==> config.mk <==
export PLATFORM = sky130hd
export DESIGN_NAME = nanosoc_arbiter_param
export DESIGN_NICKNAME = d
export VERILOG_FILES = /design/src/rtl/nanosoc_ahb_pkg.sv /design/src/rtl/nanosoc_arb_burst_tracker.sv /design/src/rtl/nanosoc_arbiter_param.sv
export SDC_FILE = /design/constraint.sdc
export NUM_CORES = 1
export LEC_CHECK = 0
export BUFFER_PORTS_ARGS = -buffer_cell sky130_fd_sc_hd__buf_2
export CELL_PAD_IN_SITES_DETAIL_PLACEMENT = 1
export CELL_PAD_IN_SITES_GLOBAL_PLACEMENT = 2
export CORE_MARGIN = 4
export CORE_UTILIZATION = 29
export DETAILED_ROUTE_END_ITERATION = 8
export PLACE_DENSITY_LB_ADDON = 0.08
export RECOVER_POWER = 50
export SLEW_MARGIN = 20
export SYNTH_ARGS = -nofsm -noshare
export SYNTH_HDL_FRONTEND = slang
export SYNTH_SLANG_ARGS = --single-unit
==> constraint.sdc <==
create_clock -name HCLK -period 3.7 [get_ports HCLK]
set_input_delay 0.37 -clock HCLK [delete_from_list [all_inputs] [get_ports HCLK]]
set_output_delay 0.37 -clock HCLK [all_outputs]
set_load 0.01 [all_outputs]
==> src/rtl/nanosoc_ahb_pkg.sv <==
// Shared AHB encodings and arbiter mode constants for the nanosoc bus matrix.
package nanosoc_ahb_pkg;

  localparam logic [1:0] HTRANS_IDLE   = 2'b00;
  localparam logic [1:0] HTRANS_BUSY   = 2'b01;
  localparam logic [1:0] HTRANS_NONSEQ = 2'b10;
  localparam logic [1:0] HTRANS_SEQ    = 2'b11;

  localparam logic [2:0] HBURST_SINGLE = 3'b000;
  localparam logic [2:0] HBURST_INCR   = 3'b001;
  localparam logic [2:0] HBURST_WRAP4  = 3'b010;
  localparam logic [2:0] HBURST_INCR4  = 3'b011;
  localparam logic [2:0] HBURST_WRAP8  = 3'b100;
  localparam logic [2:0] HBURST_INCR8  = 3'b101;
  localparam logic [2:0] HBURST_WRAP16 = 3'b110;
  localparam logic [2:0] HBURST_INCR16 = 3'b111;

  localparam int ARB_FIXED = 0;
  localparam int ARB_RR    = 1;

  // Remaining beats after the NONSEQ of a fixed-length burst; 0 for SINGLE/INCR.
  function automatic logic [3:0] burst_beats_m1(input logic [2:0] hburst);
    logic [3:0] beats;
    case (hburst)
      HBURST_WRAP4,  HBURST_INCR4:  beats = 4'd3;
      HBURST_WRAP8,  HBURST_INCR8:  beats = 4'd7;
      HBURST_WRAP16, HBURST_INCR16: beats = 4'd15;
      default:                      beats = 4'd0;
    endcase
    return beats;
  endfunction

endpackage

==> src/rtl/nanosoc_arb_burst_tracker.sv <==
// Tracks the burst on the output port: beat counter, burst hold,
// early-termination counter and the undefined-length INCR beat cap.
module nanosoc_arb_burst_tracker
  import nanosoc_ahb_pkg::*;
#(
  parameter int MAX_EARLY_TERM = 2,
  parameter int INCR_MAX_BEATS = 0
) (
  input  logic       HCLK,
  input  logic       HRESET,
  input  logic       HREADYM,
  input  logic       HSELM,
  input  logic [1:0] HTRANSM,
  input  logic [2:0] HBURSTM,
  output logic       next_hold,
  output logic       early_term_sat,
  output logic       incr_expired
);

  localparam logic [1:0] ETC_MAX  = 2'(MAX_EARLY_TERM);
  localparam logic [7:0] INCR_CAP = 8'(INCR_MAX_BEATS);

  logic [3:0] burst_count_q, burst_count_d;
  logic       burst_hold_q, burst_hold_d;
  logic [1:0] early_term_count_q, early_term_count_d;
  logic       early_term_sat_q, early_term_sat_d;
  logic [7:0] incr_count_q, incr_count_d;

  always_comb begin
    burst_count_d = burst_count_q;
    burst_hold_d  = burst_hold_q;
    if (!HSELM) begin
      burst_count_d = 4'd0;
      burst_hold_d  = 1'b0;
    end else begin
      case (HTRANSM)
        HTRANS_NONSEQ: begin
          // Too many restarts in a row: stop protecting this master's bursts.
          if (early_term_count_q == ETC_MAX) begin
            burst_count_d = 4'd0;
            burst_hold_d  = 1'b0;
          end else begin
            burst_count_d = burst_beats_m1(HBURSTM);
            burst_hold_d  = (burst_beats_m1(HBURSTM) != 4'd0);
          end
        end
        HTRANS_SEQ: begin
          if (burst_count_q != 4'd0) burst_count_d = burst_count_q - 4'd1;
          if (burst_count_q == 4'd1) burst_hold_d = 1'b0;
        end
        HTRANS_BUSY: begin
        end
        default: begin
          burst_count_d = 4'd0;
          burst_hold_d  = 1'b0;
        end
      endcase
    end
  end

  always_comb begin
    early_term_count_d = early_term_count_q;
    if (!burst_hold_d) begin
      early_term_count_d = 2'd0;
    end else if (burst_hold_q && (HTRANSM == HTRANS_NONSEQ) &&
                 (early_term_count_q != ETC_MAX)) begin
      early_term_count_d = early_term_count_q + 2'd1;
    end
    early_term_sat_d = (early_term_count_d == ETC_MAX);
  end

  always_comb begin
    incr_count_d = 8'd0;
    if ((INCR_MAX_BEATS != 0) && (HBURSTM == HBURST_INCR)) begin
      if (HTRANSM == HTRANS_NONSEQ) begin
        incr_count_d = 8'd1;
      end else if (HTRANSM == HTRANS_SEQ) begin
        incr_count_d = (incr_count_q == INCR_CAP) ? incr_count_q : incr_count_q + 8'd1;
      end
    end
  end

  always_ff @(posedge HCLK) begin
    if (HRESET) begin
      burst_count_q      <= 4'd0;
      burst_hold_q       <= 1'b0;
      early_term_count_q <= 2'd0;
      early_term_sat_q   <= 1'b0;
      incr_count_q       <= 8'd0;
    end else if (HREADYM) begin
      burst_count_q      <= burst_count_d;
      burst_hold_q       <= burst_hold_d;
      early_term_count_q <= early_term_count_d;
      early_term_sat_q   <= early_term_sat_d;
      incr_count_q       <= incr_count_d;
    end
  end

  assign next_hold      = burst_hold_d;
  assign early_term_sat = early_term_sat_q;
  assign incr_expired   = (INCR_MAX_BEATS != 0) && (incr_count_q == INCR_CAP);

endmodule

==> src/rtl/nanosoc_arbiter_param.sv <==
// Output-stage arbiter for one slave port of the nanosoc AHB bus matrix:
// picks which of NUM_PORTS input stages drives the slave, fixed-priority or round-robin.
module nanosoc_arbiter_param
  import nanosoc_ahb_pkg::*;
#(
  parameter int NUM_PORTS      = 4,
  parameter int ARB_MODE       = ARB_FIXED,
  parameter int MAX_EARLY_TERM = 2,
  parameter int INCR_MAX_BEATS = 0,
  localparam int PORT_W        = $clog2(NUM_PORTS)
) (
  input  logic                 HCLK,
  input  logic                 HRESET,
  input  logic [NUM_PORTS-1:0] req_port,
  input  logic                 HREADYM,
  input  logic                 HSELM,
  input  logic [1:0]           HTRANSM,
  input  logic [2:0]           HBURSTM,
  input  logic                 HMASTLOCKM,
  output logic [PORT_W-1:0]    addr_in_port,
  output logic                 no_port,
  output logic                 early_term_sat
);

  logic [PORT_W-1:0]    addr_q, addr_d;
  logic [PORT_W-1:0]    rr_last_q, rr_last_d;
  logic                 no_port_q, no_port_d;
  logic                 next_hold, incr_expired, cont;
  logic [NUM_PORTS-1:0] cur_onehot, eff_req;
  logic [PORT_W-1:0]    winner;

  function automatic logic [PORT_W-1:0] pick_fixed(input logic [NUM_PORTS-1:0] req);
    logic [PORT_W-1:0] sel;
    sel = '0;
    for (int i = NUM_PORTS - 1; i >= 0; i--) begin
      if (req[PORT_W'(i)]) sel = PORT_W'(i);
    end
    return sel;
  endfunction

  // Scan starts just after the last round-robin winner and wraps back to it.
  function automatic logic [PORT_W-1:0] pick_rr(input logic [NUM_PORTS-1:0] req,
                                                input logic [PORT_W-1:0]    last);
    logic [PORT_W-1:0] sel;
    logic              hit;
    int                idx;
    sel = '0;
    hit = 1'b0;
    idx = 0;
    for (int k = 1; k <= NUM_PORTS; k++) begin
      idx = (int'(last) + k) % NUM_PORTS;
      if (!hit && req[PORT_W'(idx)]) begin
        sel = PORT_W'(idx);
        hit = 1'b1;
      end
    end
    return sel;
  endfunction

  nanosoc_arb_burst_tracker #(
    .MAX_EARLY_TERM (MAX_EARLY_TERM),
    .INCR_MAX_BEATS (INCR_MAX_BEATS)
  ) u_tracker (
    .HCLK           (HCLK),
    .HRESET         (HRESET),
    .HREADYM        (HREADYM),
    .HSELM          (HSELM),
    .HTRANSM        (HTRANSM),
    .HBURSTM        (HBURSTM),
    .next_hold      (next_hold),
    .early_term_sat (early_term_sat),
    .incr_expired   (incr_expired)
  );

  // The active master keeps an implicit request while its transfer continues.
  always_comb begin
    cur_onehot         = '0;
    cur_onehot[addr_q] = 1'b1;
    cont               = HSELM && (HTRANSM != HTRANS_IDLE) && !incr_expired;
    eff_req            = req_port | (cont ? cur_onehot : '0);
    winner             = (ARB_MODE == ARB_RR) ? pick_rr(eff_req, rr_last_q) : pick_fixed(eff_req);
  end

  always_comb begin
    addr_d    = addr_q;
    no_port_d = no_port_q;
    rr_last_d = rr_last_q;
    if (HMASTLOCKM || next_hold) begin
      no_port_d = 1'b0;
    end else if (eff_req != '0) begin
      addr_d    = winner;
      no_port_d = 1'b0;
      // A continuation-only re-win does not advance the round-robin pointer.
      if ((ARB_MODE == ARB_RR) && ((winner != addr_q) || req_port[addr_q])) begin
        rr_last_d = winner;
      end
    end else if (HSELM) begin
      no_port_d = 1'b0;
    end else begin
      no_port_d = 1'b1;
    end
  end

  always_ff @(posedge HCLK) begin
    if (HRESET) begin
      addr_q    <= '0;
      no_port_q <= 1'b1;
      rr_last_q <= PORT_W'(NUM_PORTS - 1);
    end else if (HREADYM) begin
      addr_q    <= addr_d;
      no_port_q <= no_port_d;
      rr_last_q <= rr_last_d;
    end
  end

  assign addr_in_port = addr_q;
  assign no_port      = no_port_q;

endmodule

Word-level counts from Yosys, hierarchy flattened
Index checks and enable logic that the tools add are counted.
Widths: inputs -> output; s select.
- register bits: 11
- output and inout port bits: 4
- bits of input ports: 14
- eq/ne operators: 15
- multiplexer cells: 22
- $add $sub $neg: 2
- bitwise gates (word level): 2
- reduce and logical (&&, ||, !) cells: 14
- $lt $le $gt $ge: 2
- operators with widths (cell ; count):
    $mux 4 ; 7
    $pmux 4 s3 ; 2
    $eq 3x3->1 const B ; 4
    $reduce_bool 4->1 ; 3
    $eq 2x2->1 const B ; 4
    $mux 2 ; 4
    $mux 1 ; 7
    $eq 3x2->1 const B ; 2
    $reduce_and 3->1 ; 2
    $reduce_or 2->1 ; 3
    $eq 4x1->1 const B ; 1
    $logic_and 1x1->1 ; 4
    $ne 2x2->1 const B ; 2
    $or 4x4->4 ; 1
    $sub 4x1->4 const B ; 1
    $lt 2x3->1 const B ; 1
    $ne 3x2->1 const B ; 1
    $pmux 1 s3 ; 1
    $add 2x1->2 const B ; 1
    $demux 1 s2 ; 1
    $eq 2x1->1 const B ; 1
    $ge 2x1->1 const B ; 1
    $reduce_bool 2->1 ; 1
    $logic_or 1x1->1 ; 1
    $not 1->1 ; 1

Logic depth before layout (Yosys ltp)
Gate-level depths: netlist (run 1).
- depth in word-level cells: 13
- gate-level depth with buffers: 6
- mapped depth without buffers: 6

Cells and area by module
From an unflattened synthesis (run 1), not the netlist that was laid out.
- cells, all modules: 81
- area total of the unflattened synthesis: 685.7 um2
- by module, submodules not included (module ; times used ; seq. area each (um2) ; cells an instance ; area an instance (um2)):
    nanosoc_arb_burst_tracker ; 1 ; 160.2 ; 68 ; 564.3
    nanosoc_arbiter_param ; 1 ; 40.0 ; 13 ; 121.4

Worst setup path before layout (run 1)
OpenSTA, ideal clock, no wires.
- kind: flip-flop to flip-flop
- from: register u_tracker.early_term_count_q[0]
- to: register addr_q[0] (netlist: addr_in_port[0])
- setup time: 0.071 ns
- required time: 3.629 ns
- path slack: 2.197 ns
- path buffers: 0
- data arrival time: 1.433 ns
- period minus slack after synthesis: 1.503 ns
- stages on the path, launching flop included: 7
- path through: dfxtp_1 > inv_1 > ha_1 > or3b_4 > o22ai_4 > o2111ai_1 > a21oi_1
- cells in the longest elaborated chain, start to end: 7
- RTL lines (element ; RTL line ; RTL):
    start, declared ; nanosoc_arb_burst_tracker.sv:25 ; logic [1:0] early_term_count_q, early_term_count_d;
    start signal, assigned ; nanosoc_arb_burst_tracker.sv:93 ; early_term_count_q <= early_term_count_d;
    $eq 2x2->1 ; nanosoc_arb_burst_tracker.sv:39 ; if (early_term_count_q == ETC_MAX) begin
    $mux 1 ; nanosoc_arb_burst_tracker.sv:39 ;
    $pmux 1 s3 ; nanosoc_arb_burst_tracker.sv:36 ; case (HTRANSM)
    $mux 1 ; nanosoc_arb_burst_tracker.sv:32 ; if (!HSELM) begin
    $logic_or 1x1->1 ; nanosoc_arbiter_param.sv:88 ; if (HMASTLOCKM || next_hold) begin
    $not 1->1 (no source line) ; - ;
    $reduce_and 3->1 (no source line) ; - ;
    end signal, assigned ; nanosoc_arbiter_param.sv:110 ; addr_q <= addr_d;
    end, declared ; nanosoc_arbiter_param.sv:25 ; logic [PORT_W-1:0] addr_q, addr_d;
No other way between the ends.
A chain may end at the register's enable or synchronous reset.

Worst setup path after layout (run 1)
Ends and elaborated chain as after synthesis.

==> impl_metrics.csv, run 1 <==
group,metric,value,unit
outcome,status,"complete, no violations",
synthesis,synth_area,671,um2
hold_path,hold_end,"no_port$_SDFFE_PP1P_",
global_routing,grt_pass1_vias,658,
sta,hold_viol,0,
worst_setup_path,cp_slowest_cell,"or3b_2",
synthesis,yosys_warnings,0,
global_routing,grt-ovfl-total,0,
synthesis,synth_area_per_cell,8.28,um2
floorplanning,ios,18,
clocking,cts-root-buf,"clkbuf_4",
synthesis,syn_nets,98,
routing,drc,0,
finish,fin_area,749,um2
routing,drt_iter0_markers,6,
worst_setup_path,cp_max_fo,5,
routing,drt-total-wl,1.69,mm
worst_setup_path,end_kind,"flip-flop",
finish,layout-drive-gt1-share,0.202,
pwr,power_density,311,nW/um2
finish,n_fill_cell,290,
finish,area_delta_synth_final,11.8,%
sta,setup_violations,0,
synthesis,synth_cells,81,
pwr,power.switching,0.0670,mW
sta,skew,7.04,ps
placed_design,gp_congestion,0.725,
synthesis,synth-seq-area-share,0.299,
global_routing,grt_max_degree,11,
pwr,p_int,0.166,mW
finish,final_common_cell,"buf_2",
worst_setup_path,worst-path-buf-inv,1,
worst_setup_path,cp_cell_sequence,"inv_1 -> ha_1 -> or3b_2 -> o22ai_1 -> o2111ai_1 -> a21oi_1",
clocking,ctsHoldBuffers,0,
placed_design,dpl.hpwl,1.34,mm
global_routing,grt_pass1_wl,2.99,mm
floorplanning,dieWidth,56.1,um
sta,period_share,0.512,
finish,nets,113,
worst_setup_path,cp.arrival,2100,ps
job,max_cap_viol_count,0,
hold_path,min_path_cells,2,
floorplanning,start_util,0.303,
finish,diodes,0,
pwr,p_leak,0.277,nW
synthesis,async_flop_share,0,
floorplanning,core-area,2210,um2
clocking,cts_buffer_depth,2,
finish,layout_common_cells,"11 x buf_2, 10 x dfxtp_1, 9 x nor2_1",
hold_path,min-delay-start,"HMASTLOCKM",
synthesis,synthDistinctLibCells,33,
routing,ant_nets,0,
pwr,comb_power_share,0.181,
synthesis,ys.flop_type,"dfxtp_1",
worst_setup_path,ff2ff_setup_slack,1810,ps
clocking,htree_levels,1,
placed_design,placed_area,748,um2
synthesis,synth_seq_cells,10,
sta,tns,0,ps
clocking,ctsResizeCount,0,
pwr,pwr-share-clk,0.328,
clocking,numCtsBuffers,3,
worst_setup_path,startpoint_type,"flip-flop",
worst_setup_path,crit_family,"compound AO/OA/AOI/OAI gates",
clocking,postCtsSetupBuffers,0,
finish,register_area,200,um2
sta,max_freq,0.528,GHz
sta,final.min_clock_period,1890,ps
floorplanning,die_h,56.1,um
clocking,cts_sinks,10,
sta,drv_slew,0,
worst_setup_path,cp.required,3900,ps
clocking,clk_pin_slew,70,ps
sta,rsz0062_at_grt,"false",
hold_path,hold_class,"in2reg",
routing,viasPerCell,5.16,
floorplanning,die_area,3150,um2
routing,vias,629,
sta,whs,300,ps
clocking,insertion_delay,270,ps
pwr,switching_share,0.288,
global_routing,antenna_found_initial,0,
routing,first_pass_iters,4,
pwr,peakVddDrop,0.000120,V
finish,multiInputGateArea,399,um2
pwr,p_seq_frac,0.491,
synthesis,synth-edff-count,0,
global_routing,track_usage,0.119,
floorplanning,rows,17,
worst_setup_path,worstReg2RegStart,"u_tracker.early_term_count_q[0]$_SDFFE_PP0P_",
routing,avgRoutedWirePerCell,13.8,um
worst_setup_path,r2r-end,"addr_in_port[0]$_SDFFE_PP0P_",
worst_setup_path,slowest_delay,490,ps
pwr,p_total,0.233,mW
worst_setup_path,reg2reg_depth,6,
clocking,tritoncts,"yes",
worst_setup_path,path_class,"reg2reg",
placed_design,portBuffers,15,
-- through the flow --
| step | setup WS [ps] | cells | utilization |
|---|---|---|---|
| 3_5_place_dp | 2060 | 119 | 0.338 |
| 4_1_cts | 2050 | 122 | 0.348 |
| 3_3_place_gp | 2070 | 119 | 0.338 |
| 5_1_grt | 1640 | 122 | 0.339 |
| 6_report | 1810 | 122 | 0.339 |
| 2_1_floorplan | 2200 | 81 | - |
-- synthesized netlist by cell type (2+ instances only) --
master | n | area [um2]
dfxtp_1 | 10 | 200
nor2_1 | 9 | 33.8
a21oi_1 | 7 | 35.0
nand2_1 | 6 | 22.5
inv_1 | 5 | 18.8
o21ai_0 | 5 | 25.0
a31oi_1 | 3 | 18.8
and4bb_2 | 3 | 37.5
ha_1 | 3 | 37.5
o2111ai_1 | 3 | 26.3
a21o_1 | 2 | 15.0
a32oi_1 | 2 | 17.5
buf_2 | 2 | 10.0
xnor2_1 | 2 | 17.5
-- worst max-delay path by stage --
stage                                                       from                      endpoint  slack (ps)  depth (start not counted)
floorplan           u_tracker.early_term_count_q[0]$_SDFFE_PP0P_  addr_in_port[0]$_SDFFE_PP0P_        2200                          6
global placement    u_tracker.early_term_count_q[0]$_SDFFE_PP0P_  addr_in_port[0]$_SDFFE_PP0P_        2070                          6
detailed placement  u_tracker.early_term_count_q[0]$_SDFFE_PP0P_  addr_in_port[0]$_SDFFE_PP0P_        2060                          6
CTS                 u_tracker.early_term_count_q[0]$_SDFFE_PP0P_  addr_in_port[0]$_SDFFE_PP0P_        2050                          6
global route        u_tracker.early_term_count_q[0]$_SDFFE_PP0P_  addr_in_port[0]$_SDFFE_PP0P_        1640                          6
finish              u_tracker.early_term_count_q[0]$_SDFFE_PP0P_  addr_in_port[0]$_SDFFE_PP0P_        1810                          6
-- state kept, by name, summed over array words and instances (netlist names) --
signal and flops:
u_tracker.burst_count_q 4, u_tracker.burst_hold_q 1, u_tracker.early_term_count_q 2, u_tracker.early_term_sat 1
no_port 1, addr_in_port 1
-- power groups by stage --
stage                     Clock, mW  Combinational [mW]  Sequential (mW)
after detailed placement          0              0.0452            0.117
final                        0.0765              0.0421            0.114
after CTS                    0.0787              0.0454            0.114
after global routing         0.0845              0.0482            0.115
after floorplan                   0              0.0315            0.117
after global placement            0              0.0452            0.117
-- layout make-up --
type,instances,share of cell area
clock buffer,3,0.0301
timing repair buffer,15,0.0935
tap,28,0.0467
inverter,6,0.0301
multi-input combinational,60,0.533
sequential,10,0.267
-- logic make-up after synthesis --
family                   count (synthesis)  synth area share
AO/OA/AOI/OAI                           27             0.287
XOR/XNOR                                 2            0.0261
adder cells (fa/ha/maj)                  3            0.0560
buffers and inverters                   11            0.0821
flip-flops                              10             0.299
multiplexers                             1            0.0149
other                                    1           0.00559
AND/OR/NAND/NOR                         26             0.229
-- metal layers --
layer  up-vias  GRT usage  share of wire
met3         2     0.0232          0.031
met1       297      0.148           0.48
met2         8      0.192           0.48
met4         0     0.0610         0.0071
met5         -          0              0
li1        322          -              -
No activity file was read; power rests on OpenSTA's default activity.
==> run 2: changes to the inputs <==
--- a/config.mk
+++ b/config.mk
@@ -5,11 +5,12 @@
 export SDC_FILE = /design/constraint.sdc
 export NUM_CORES = 1
 export LEC_CHECK = 0
+export ABC_AREA = 1
 export BUFFER_PORTS_ARGS = -buffer_cell sky130_fd_sc_hd__buf_2
 export CELL_PAD_IN_SITES_DETAIL_PLACEMENT = 1
 export CELL_PAD_IN_SITES_GLOBAL_PLACEMENT = 2
 export CORE_MARGIN = 4
-export CORE_UTILIZATION = 29
+export CORE_UTILIZATION = 23
 export DETAILED_ROUTE_END_ITERATION = 8
 export PLACE_DENSITY_LB_ADDON = 0.08
 export RECOVER_POWER = 50
==> constraint.sdc (replaced) <==
create_clock -name HCLK -period 1.5 [get_ports HCLK]
set_input_delay 0.15 -clock HCLK [delete_from_list [all_inputs] [get_ports HCLK]]
set_output_delay 0.15 -clock HCLK [all_outputs]
set_load 0.01 [all_outputs]
==> run 2 against run 1 <==
Die area rose by 22%. Global-route usage fell by 0.78 points. Register-to-register slack got worse by 1700 ps. Largest power group unchanged.
==> impl_metrics.csv, run 2 <==
group,metric,value,unit
outcome,status,"complete, no violations",
worst_setup_path,cp_max_fo,4,
routing,drt_iter0_markers,12,
global_routing,track_usage,0.111,
synthesis,synth_area_per_cell,6.28,um2
finish,final_common_cell,"nand2_1",
floorplanning,die_h,62.1,um
clocking,cts_buffer_depth,2,
finish,diodes,0,
pwr,power_density,746,nW/um2
worst_setup_path,cp.required,1710,ps
worst_setup_path,worstReg2RegStart,"u_tracker.early_term_count_q[0]$_SDFFE_PP0P_",
finish,n_fill_cell,367,
sta,max_freq,0.733,GHz
finish,largestRegisters,"u_tracker.burst_count_q x4, u_tracker.early_term_count_q x2",
worst_setup_path,ff2ff_setup_slack,140,ps
floorplanning,start_util,0.242,
placed_design,place_ws,83.1,ps
routing,drc,0,
sta,period_share,0.910,
hold_path,min-delay-start,"HRESET",
placed_design,dpl.hpwl,1.44,mm
synthesis,synth_seq_cells,10,
sta,hold_viol,0,
synthesis,synth_commonest_cells,"27 x nand2_1, 15 x inv_1, 14 x nor2_1",
clocking,insertion_delay,270,ps
synthesis,synthDistinctLibCells,23,
global_routing,grt_max_degree,10,
clocking,tritoncts,"yes",
global_routing,grt_pass1_vias,700,
floorplanning,dieWidth,62.1,um
worst_setup_path,reg2reg_depth,9,
finish,instances_no_fill,154,
sta,drv_slew,0,
sta,final.min_clock_period,1360,ps
placed_design,dp.cells,151,
sta,setup_violations,0,
floorplanning,rows,19,
hold_path,hold_end,"u_tracker.early_term_sat$_SDFFE_PP0P_",
finish,nets,142,
clocking,cts_sinks,10,
clocking,htree_levels,1,
synthesis,synth-edff-count,0,
worst_setup_path,cp.arrival,1580,ps
sta,skew,0.965,ps
synthesis,synth_top_area_frac,0.298,
routing,viasPerCell,4.42,
hold_path,hold_class,"in2reg",
synthesis,syn_nets,124,
synthesis,synth_area,672,um2
routing,first_pass_iters,2,
global_routing,grt-ovfl-total,0,
clocking,postCtsSetupBuffers,0,
worst_setup_path,startpoint_type,"flip-flop",
finish,top_register,"u_tracker.burst_count_q",
sta,rsz0062_at_grt,"true",
synthesis,synth_cells,107,
routing,avgRoutedWirePerCell,11.6,um
pwr,peakVddDrop,0.000372,V
hold_path,min_path_cells,2,
global_routing,grt_pass1_wl,3.02,mm
synthesis,synth-seq-area-share,0.298,
clocking,ctsResizeCount,0,
finish,area_delta_synth_final,18.1,%
floorplanning,ios,18,
finish,largest_reg_flops,4,
finish,layout-drive-gt1-share,0.195,
worst_setup_path,cp_cell_sequence,"inv_1 -> ha_1 -> inv_2 -> nand3_2 -> nand2_1 -> nand3_2 -> nor2_2 -> nand2_1 -> a21oi_2",
job,max_cap_viol_count,0,
clocking,ctsHoldBuffers,0,
sta,tns,0,ps
placed_design,gp_congestion,0.706,
sta,layout_setup_ws,136,ps
pwr,p_leak,0.366,nW
clocking,cts-root-buf,"clkbuf_4",
floorplanning,die_area,3850,um2
worst_setup_path,path_class,"reg2reg",
worst_setup_path,end_kind,"flip-flop",
global_routing,antenna_found_initial,0,
worst_setup_path,cp_slowest_cell,"dfxtp_1",
routing,ant_nets,0,
worst_setup_path,r2r-end,"u_tracker.early_term_sat$_SDFFE_PP0P_",
synthesis,yosys_warnings,0,
worst_setup_path,slowest_delay,350,ps
floorplanning,core-area,2780,um2
synthesis,synth.most_common_cell,"nand2_1",
routing,drt-total-wl,1.78,mm
synthesis,ys.flop_type,"dfxtp_1",
clocking,numCtsBuffers,3,
finish,layout_common_cells,"27 x nand2_1, 14 x inv_1, 14 x nor2_1",
synthesis,synth_top_area_cell,"dfxtp_1",
routing,vias,680,
placed_design,portBuffers,15,
synthesis,netlist_top_cells_area,"dfxtp_1 30%, nand2_1 15%, inv_1 8.4%",
synthesis,async_flop_share,0,
clocking,clk_pin_slew,70,ps
[run 2: cell types whose count changed after synthesis, moves of 3 or more]
cell / delta
nand2_1: +21
inv_1: +10
nand3_1: +6
nor2_1: +5
a21oi_1: +4
a31oi_1: -3
and4bb_2: -3
o2111ai_1: -3
[run 2: where the power goes]
part | switching, mW | leakage [nW] | internal [mW]
registers | 0.00552 | 0.0815 | 0.274
clock network | 0.106 | 0.0138 | 0.0930
logic | 0.0703 | 0.271 | 0.0421
total | 0.182 | 0.366 | 0.409
[run 2: metal layers]
layer  vias to the layer above  global-route usage  routed length [um]
met3                         5              0.0248                  52
li1                        369                   -                   -
met2                         9               0.179                 849
met1                       297               0.134                 840
met4                         0              0.0636                  38
met5                         -                   0                   0
[run 2: cell type report]
| type | instances | area (um2) | share of cell area |
|---|---|---|---|
| multi-input cells | 79 | 400 | 0.505 |
| flip-flops and latches | 10 | 200 | 0.252 |
| repair buffers | 15 | 71.3 | 0.0899 |
| inverters | 16 | 60.1 | 0.0757 |
| well taps | 31 | 38.8 | 0.0489 |
| clock buffers | 3 | 22.5 | 0.0284 |
[run 2: per-stage QoR]
stage	instance area [um2]	utilization	total power, mW	hold slack (ps)
after CTS	797	0.287	0.605	180
after detailed placement	774	0.278	0.402	461
after global routing	793	0.285	0.638	184
final	793	0.285	0.591	175
after global placement	774	0.278	0.401	452
after floorplan	672	-	0.358	310
[run 2: logic make-up (layout without fill, tap and decap cells)]
kind of cell | Yosys count | count (layout) | share of synthesized area
fa+ha+maj | 3 | 3 | 0.0559
compound gates | 16 | 16 | 0.127
buf+inv | 18 | 34 | 0.106
other cells | 1 | 1 | 0.00558
xor+xnor | 1 | 1 | 0.0130
flops | 10 | 10 | 0.298
simple gates | 58 | 58 | 0.395
[run 2: critical path: cells and delay by family, from the launching register on]
family	cells	cell delay, ps
adders and majority gates	1	200
DFF	1	350
AOI/OAI and AO/OA	1	110
buffers and inverters	2	140
and+or+nand+nor	5	510
[run 2: worst max path at each step]
stage,startpoint,endpoint,slack (ps),cells after the start
after CTS,u_tracker.burst_count_q[0]$_SDFFE_PP0P_,u_tracker.burst_count_q[1]$_SDFFE_PP0P_,70,8
after detailed placement,u_tracker.burst_count_q[0]$_SDFFE_PP0P_,u_tracker.burst_count_q[1]$_SDFFE_PP0P_,80,8
final,u_tracker.early_term_count_q[0]$_SDFFE_PP0P_,u_tracker.early_term_sat$_SDFFE_PP0P_,140,9
after global routing,u_tracker.burst_count_q[0]$_SDFFE_PP0P_,u_tracker.burst_count_q[3]$_SDFFE_PP0P_,-30,9
after floorplan,u_tracker.burst_count_q[0]$_SDFFE_PP0P_,u_tracker.burst_count_q[1]$_SDFFE_PP0P_,260,6
after global placement,u_tracker.burst_count_q[0]$_SDFFE_PP0P_,u_tracker.burst_count_q[0]$_SDFFE_PP0P_,100,8
